==> src/rtl/aes_pkg.sv <==
// Shared AES types and GF(2^8) helpers for the InvMixColumns engine.
package aes_pkg;

  localparam int N       = 8;
  localparam int NCOL    = 4;
  localparam int COL_W   = N * 4;
  localparam int STATE_W = COL_W * NCOL;

  localparam logic [N-1:0] AES_POLY = 8'h1b;

  typedef enum logic [1:0] {IDLE, BUSY, DONE} imc_state_e;

  // Column 0 (bytes s00..s30) lives in the most significant slot.
  typedef logic [NCOL-1:0][COL_W-1:0] aes_state_t;

  function automatic logic [N-1:0] xtime(input logic [N-1:0] x);
    return {x[N-2:0], 1'b0} ^ (x[N-1] ? AES_POLY : 8'h00);
  endfunction

  function automatic logic [N-1:0] gmul09(input logic [N-1:0] x);
    logic [N-1:0] x8;
    x8 = xtime(xtime(xtime(x)));
    return x8 ^ x;
  endfunction

  function automatic logic [N-1:0] gmul0b(input logic [N-1:0] x);
    logic [N-1:0] x2;
    logic [N-1:0] x8;
    x2 = xtime(x);
    x8 = xtime(xtime(x2));
    return x8 ^ x2 ^ x;
  endfunction

  function automatic logic [N-1:0] gmul0d(input logic [N-1:0] x);
    logic [N-1:0] x4;
    logic [N-1:0] x8;
    x4 = xtime(xtime(x));
    x8 = xtime(x4);
    return x8 ^ x4 ^ x;
  endfunction

  function automatic logic [N-1:0] gmul0e(input logic [N-1:0] x);
    logic [N-1:0] x2;
    logic [N-1:0] x4;
    logic [N-1:0] x8;
    x2 = xtime(x);
    x4 = xtime(x2);
    x8 = xtime(x4);
    return x8 ^ x4 ^ x2;
  endfunction

endpackage

==> src/rtl/inv_mix_single_column.sv <==
// Combinational InvMixColumn of one 32-bit column (byte 0 at the MSB).
module inv_mix_single_column
  import aes_pkg::*;
(
  input  logic [COL_W-1:0] i_col,
  output logic [COL_W-1:0] o_col
);

  logic [N-1:0] w_a0, w_a1, w_a2, w_a3;
  logic [N-1:0] w_b0, w_b1, w_b2, w_b3;

  assign w_a0 = i_col[31:24];
  assign w_a1 = i_col[23:16];
  assign w_a2 = i_col[15:8];
  assign w_a3 = i_col[7:0];

  assign w_b0 = gmul0e(w_a0) ^ gmul0b(w_a1) ^ gmul0d(w_a2) ^ gmul09(w_a3);
  assign w_b1 = gmul09(w_a0) ^ gmul0e(w_a1) ^ gmul0b(w_a2) ^ gmul0d(w_a3);
  assign w_b2 = gmul0d(w_a0) ^ gmul09(w_a1) ^ gmul0e(w_a2) ^ gmul0b(w_a3);
  assign w_b3 = gmul0b(w_a0) ^ gmul0d(w_a1) ^ gmul09(w_a2) ^ gmul0e(w_a3);

  assign o_col = {w_b0, w_b1, w_b2, w_b3};

endmodule

==> src/rtl/inv_mix_column_iter.sv <==
// Iterative AES InvMixColumns: one column per clock through a shared unit.
// Define IMC_PARALLEL_EN to transform all four columns in a single BUSY cycle.
module inv_mix_column_iter
  import aes_pkg::*;
(
  input  logic               clk,
  input  logic               rst_n,
  input  logic               in_valid,
  output logic               in_ready,
  input  logic [STATE_W-1:0] in_data,
  output logic               out_valid,
  input  logic               out_ready,
  output logic [STATE_W-1:0] out_data
);

  imc_state_e r_state;
  logic [1:0] r_col_cnt;
  aes_state_t r_work;
  logic       r_in_ready;
  logic       r_out_valid;

`ifdef IMC_PARALLEL_EN
  aes_state_t w_par_out;

  for (genvar c = 0; c < NCOL; c++) begin : g_col
    inv_mix_single_column u_col (
      .i_col (r_work[c]),
      .o_col (w_par_out[c])
    );
  end
`else
  logic [COL_W-1:0] w_col_in;
  logic [COL_W-1:0] w_col_out;

  // Column col_cnt sits at slot NCOL-1-col_cnt since column 0 is the MSB.
  assign w_col_in = r_work[2'd3 - r_col_cnt];

  inv_mix_single_column u_col (
    .i_col (w_col_in),
    .o_col (w_col_out)
  );
`endif

  // NOTE: all state is written with non-blocking assignments so every flop
  // samples pre-edge values; the work register is reset as well because it
  // drives out_data directly and must read zero after an abort.
  always_ff @(posedge clk or negedge rst_n) begin
    if (!rst_n) begin
      r_state     <= IDLE;
      r_col_cnt   <= 2'd0;
      r_work      <= '0;
      r_in_ready  <= 1'b1;
      r_out_valid <= 1'b0;
    end else begin
      case (r_state)
        IDLE: begin
          if (in_valid) begin
            r_work     <= in_data;
            r_col_cnt  <= 2'd0;
            r_in_ready <= 1'b0;
            r_state    <= BUSY;
          end
        end
        BUSY: begin
`ifdef IMC_PARALLEL_EN
          r_work      <= w_par_out;
          r_out_valid <= 1'b1;
          r_state     <= DONE;
`else
          r_work[2'd3 - r_col_cnt] <= w_col_out;
          r_col_cnt                <= r_col_cnt + 2'd1;
          if (r_col_cnt == 2'd3) begin
            r_out_valid <= 1'b1;
            r_state     <= DONE;
          end
`endif
        end
        DONE: begin
          // in_ready only rises here, so nothing is accepted on the handshake edge.
          if (out_ready) begin
            r_out_valid <= 1'b0;
            r_in_ready  <= 1'b1;
            r_state     <= IDLE;
          end
        end
        default: begin
          r_state     <= IDLE;
          r_in_ready  <= 1'b1;
          r_out_valid <= 1'b0;
        end
      endcase
    end
  end

  assign in_ready  = r_in_ready;
  assign out_valid = r_out_valid;
  assign out_data  = r_work;

endmodule
==> config.mk <==
export PLATFORM = sky130hd
export DESIGN_NAME = inv_mix_column_iter
export DESIGN_NICKNAME = d
export VERILOG_FILES = /design/src/rtl/aes_pkg.sv /design/src/rtl/inv_mix_single_column.sv /design/src/rtl/inv_mix_column_iter.sv
export SDC_FILE = /design/constraint.sdc
export NUM_CORES = 1
export LEC_CHECK = 0
export CAP_MARGIN = 20
export CORE_UTILIZATION = 44
export DETAILED_ROUTE_END_ITERATION = 10
export PLACE_DENSITY_LB_ADDON = 0.2
export SLEW_MARGIN = 15
export SYNTH_ARGS = -nofsm -noshare
export SYNTH_HDL_FRONTEND = slang
export SYNTH_SLANG_ARGS = --single-unit
==> constraint.sdc <==
create_clock -name clk -period 3.1 [get_ports clk]
set_input_delay 0.31 -clock clk [delete_from_list [all_inputs] [get_ports clk]]
set_output_delay 0.31 -clock clk [all_outputs]
set_load 0.005 [all_outputs]
==> reports/metrics.yaml <==
status:
  status: "complete, no violations"
grt:
  grt_pass1_wl_um: 47500
  grt_overflow: 0
  grt_usage_pct: 32.4
  grt_max_degree: 81
  antenna_found_initial: 0
  grt_pass1_vias: 7796
floorplanning:
  placementRows: 51
  core_area_um2: 19500
  die_x_um: 143
  io_pins: 262
  die_h_um: 143
  die-area_um2: 20400
  start_util_pct: 44.8
sta:
  finalHoldViolations: 0
  hold_slack_ns: 0.428
  maxSlewHeadroom_pct: 53.1
  max_slew.worst_pin.slew_ns: 0.702
  fin_worst_skew_ns: 0.0102
  period_needed_ns: 3.08
  rsz0062_at_grt: "yes"
  timing.final.crit_share_pct: 99.5
  setup_viol: 0
  max_freq_mhz: 324
  tns_ns: 0
  final_max_slew_viol_count: 0
critical_path:
  startpoint_type: "register"
  cp_max_fo: 5
  cp.required_ns: 3.44
  worstSetupEndpointType: "register"
  arrival_ns: 3.42
  worstSetupPathType: "register to register"
cts:
  cts_buffers: 17
  clk_latency_ns: 0.43
  cts_tree: "done"
  clock-root-buffer: "clkbuf_16"
  clock_path_buffers: 2
  cts.sinks: 134
  h-tree-depth: 4
  clk_pin_slew_worst_paths_ns: 0.06
detailed_routing:
  first_iter_violations: 854
  dr.pass1.iters: 7
  routed_wl_um: 32700
  drc_errors: 0
  via_count: 7832
  routed_via_density: 5.88
  wire_per_inst_um: 24.6
  ant_nets: 0
yosys:
  syn_inst: 737
  synth-seq-area-share_pct: 38.5
  synth.cell_area_um2: 8720
  synth_seq_cells: 134
  ys_warn_count: 0
  synth_nets: 873
  yosysUniqueCellTypes: 44
  syn_area_per_cell_um2: 11.8
flow_run:
  maxCapViolations: 0
cells_and_area:
  fillers: 1392
  design_area_um2: 13300
  multi_input_area_um2: 5360
  areaGrowthSynthToFinish_pct: 52.0
  ff_latch_area_um2: 3360
  drive_gt1_share_pct: 21.7
  fin_nets: 1189
  diodes: 0
placed_design:
  dpl_cell_area_um2: 11900
  gp_congestion: 0.993
  hpwlAfterDp_um: 23300
  port-buffer-count: 261
worst_hold_path:
  hold_class: "input pin to register"
-- worst max-delay path, stage by stage (launching register included) --
cell     delay [ns]
dfrtp_2        0.50
buf_12         0.16
mux4_2         0.59
buf_6          0.19
xnor2_2        0.31
xnor2_1        0.21
xnor2_2        0.32
xnor3_2        0.54
o21ai_1        0.16
-- layout by cell type (no fill, tap or decap), types with 3 or more instances in the layout --
master and instances:
and3_1 5, nand3_1 9, mux4_2 32, xnor3_1 27
buf_12 9, xor2_1 20, o211ai_1 3, a21o_1 10
ha_1 4, clkdlybuf4s50_1 260, nand2_1 38, xnor2_1 58
xor3_1 4, xor2_2 4, o21a_1 7, a211oi_1 3
a21oi_1 22, inv_1 7, o21ai_1 25, buf_6 7
a22o_1 6, inv_6 6, a22oi_1 94, nor2_1 14
buf_4 77, bufinv_16 3, clkbuf_16 19, a21oi_4 3
xnor2_4 8, dfrtp_1 132, o21ai_0 75, xnor2_2 22
o21ai_2 4, xnor3_2 19
-- metal layers --
metal  routed length, µm  up-vias  share of wire (%)  GRT usage (%)
li1                    -     3369                  -              -
met3                2920       62                8.9           6.74
met2               15800      470                 48           50.9
met4                 900        0                2.7           10.5
met5                   0        -                  0              0
met1               13100     3931                 40           44.7
-- final cells by class --
class                   count  share of cell area (%)
clock inverters            15                    1.43
clock buffers              17                    3.21
flip-flops and latches    134                    25.3
well taps                 265                    2.50
repair buffers            359                    26.9
inverters                   7                   0.198
multi-input cells         534                    40.4
-- logic make-up (layout without fill, tap and decap cells) --
group	Yosys count	in the layout	synth area share (%)
buffers and inverters	69	398	3.80
AO/OA/AOI/OAI	260	260	18.9
AND/OR/NAND/NOR	71	71	3.47
adder cells (fa/ha/maj)	4	4	0.574
XOR/XNOR	165	165	26.3
flip-flops	134	134	38.5
multiplexers	34	34	8.51
-- synthesized netlist by cell type --
cell	count	share of area (%)
dfrtp_1	133	38
a22oi_1	94	8.1
o21ai_0	83	4.8
xnor2_1	78	7.8
clkbuf_1	42	1.8
xnor3_1	41	11
nand2_1	38	1.6
mux4_2	32	8.3
a21oi_1	25	1.4
xor2_1	24	2.4
o21ai_1	21	1.2
nor2_1	14	0.60
a21o_1	10	0.86
buf_2	9	0.52
nand3_1	9	0.52
inv_1	7	0.30
o21a_1	7	0.60
xnor2_2	7	1.3
a22o_1	6	0.60
buf_4	6	0.52
xor3_1	6	1.6
and3_1	5	0.36
xnor3_2	5	1.4
ha_1	4	0.57
a211oi_1	3	0.26
buf_6	3	0.39
o211ai_1	3	0.26
xnor2_4	3	0.95
a221o_1	2	0.23
a32oi_1	2	0.20
nor3_1	2	0.11
a211oi_2	1	0.14
a21oi_2	1	0.10
buf_1	1	0.043
buf_12	1	0.23
dfstp_2	1	0.30
mux2_2	1	0.13
mux2i_1	1	0.11
nand3b_1	1	0.086
nor2b_1	1	0.072
nor3b_1	1	0.086
o22a_1	1	0.10
o31ai_1	1	0.086
xor2_2	1	0.19
-- flip-flops by register name, indices dropped and copies added, names as in the netlist --
register	count
in_ready	1
r_state	2
out_data	128
out_valid	1
r_col_cnt	2
-- what timing repair did --
item / 4_1_cts / 5_1_grt
setup buffers: 3 / 31
cloned: 0 / 2
endpoints found under the setup margin: 7 / 63
hold buffers: 1 / 0
resized for setup: 5 / 61
hold endpoints to repair: 66 / 0
pin swaps: 1 / 27
-- through the flow --
stage	instances	utilization [%]	setup slack, ns
floorplan	737	-	0.0948
global placement	1261	61.3	0.00295
detailed placement	1261	61.3	-0.0352
CTS	1297	64.8	0.00237
global route	1331	68.1	-0.0516
finish	1331	68.1	0.0157
-- path summary, 6_finish.rpt --
check / from / to / slack, ns / cells past startpoint
setup / recovery: r_col_cnt[0] / out_data[85] / 0.02 / 8
hold / removal: in_data[6] / out_data[6] / 0.43 / 3
setup reg to reg: r_col_cnt[0] / out_data[85] / 0.02 / 8
hold reg to reg: out_valid / out_valid / 0.53 / 2
max in group asynchronous: rst_n / in_ready / 1.73 / 3
min in group asynchronous: rst_n / out_data[48] / 0.45 / 2
Power is left out: the tool's default activity adds up to more than one toggle a clock period on the data nets, which glitch-free logic cannot reach.
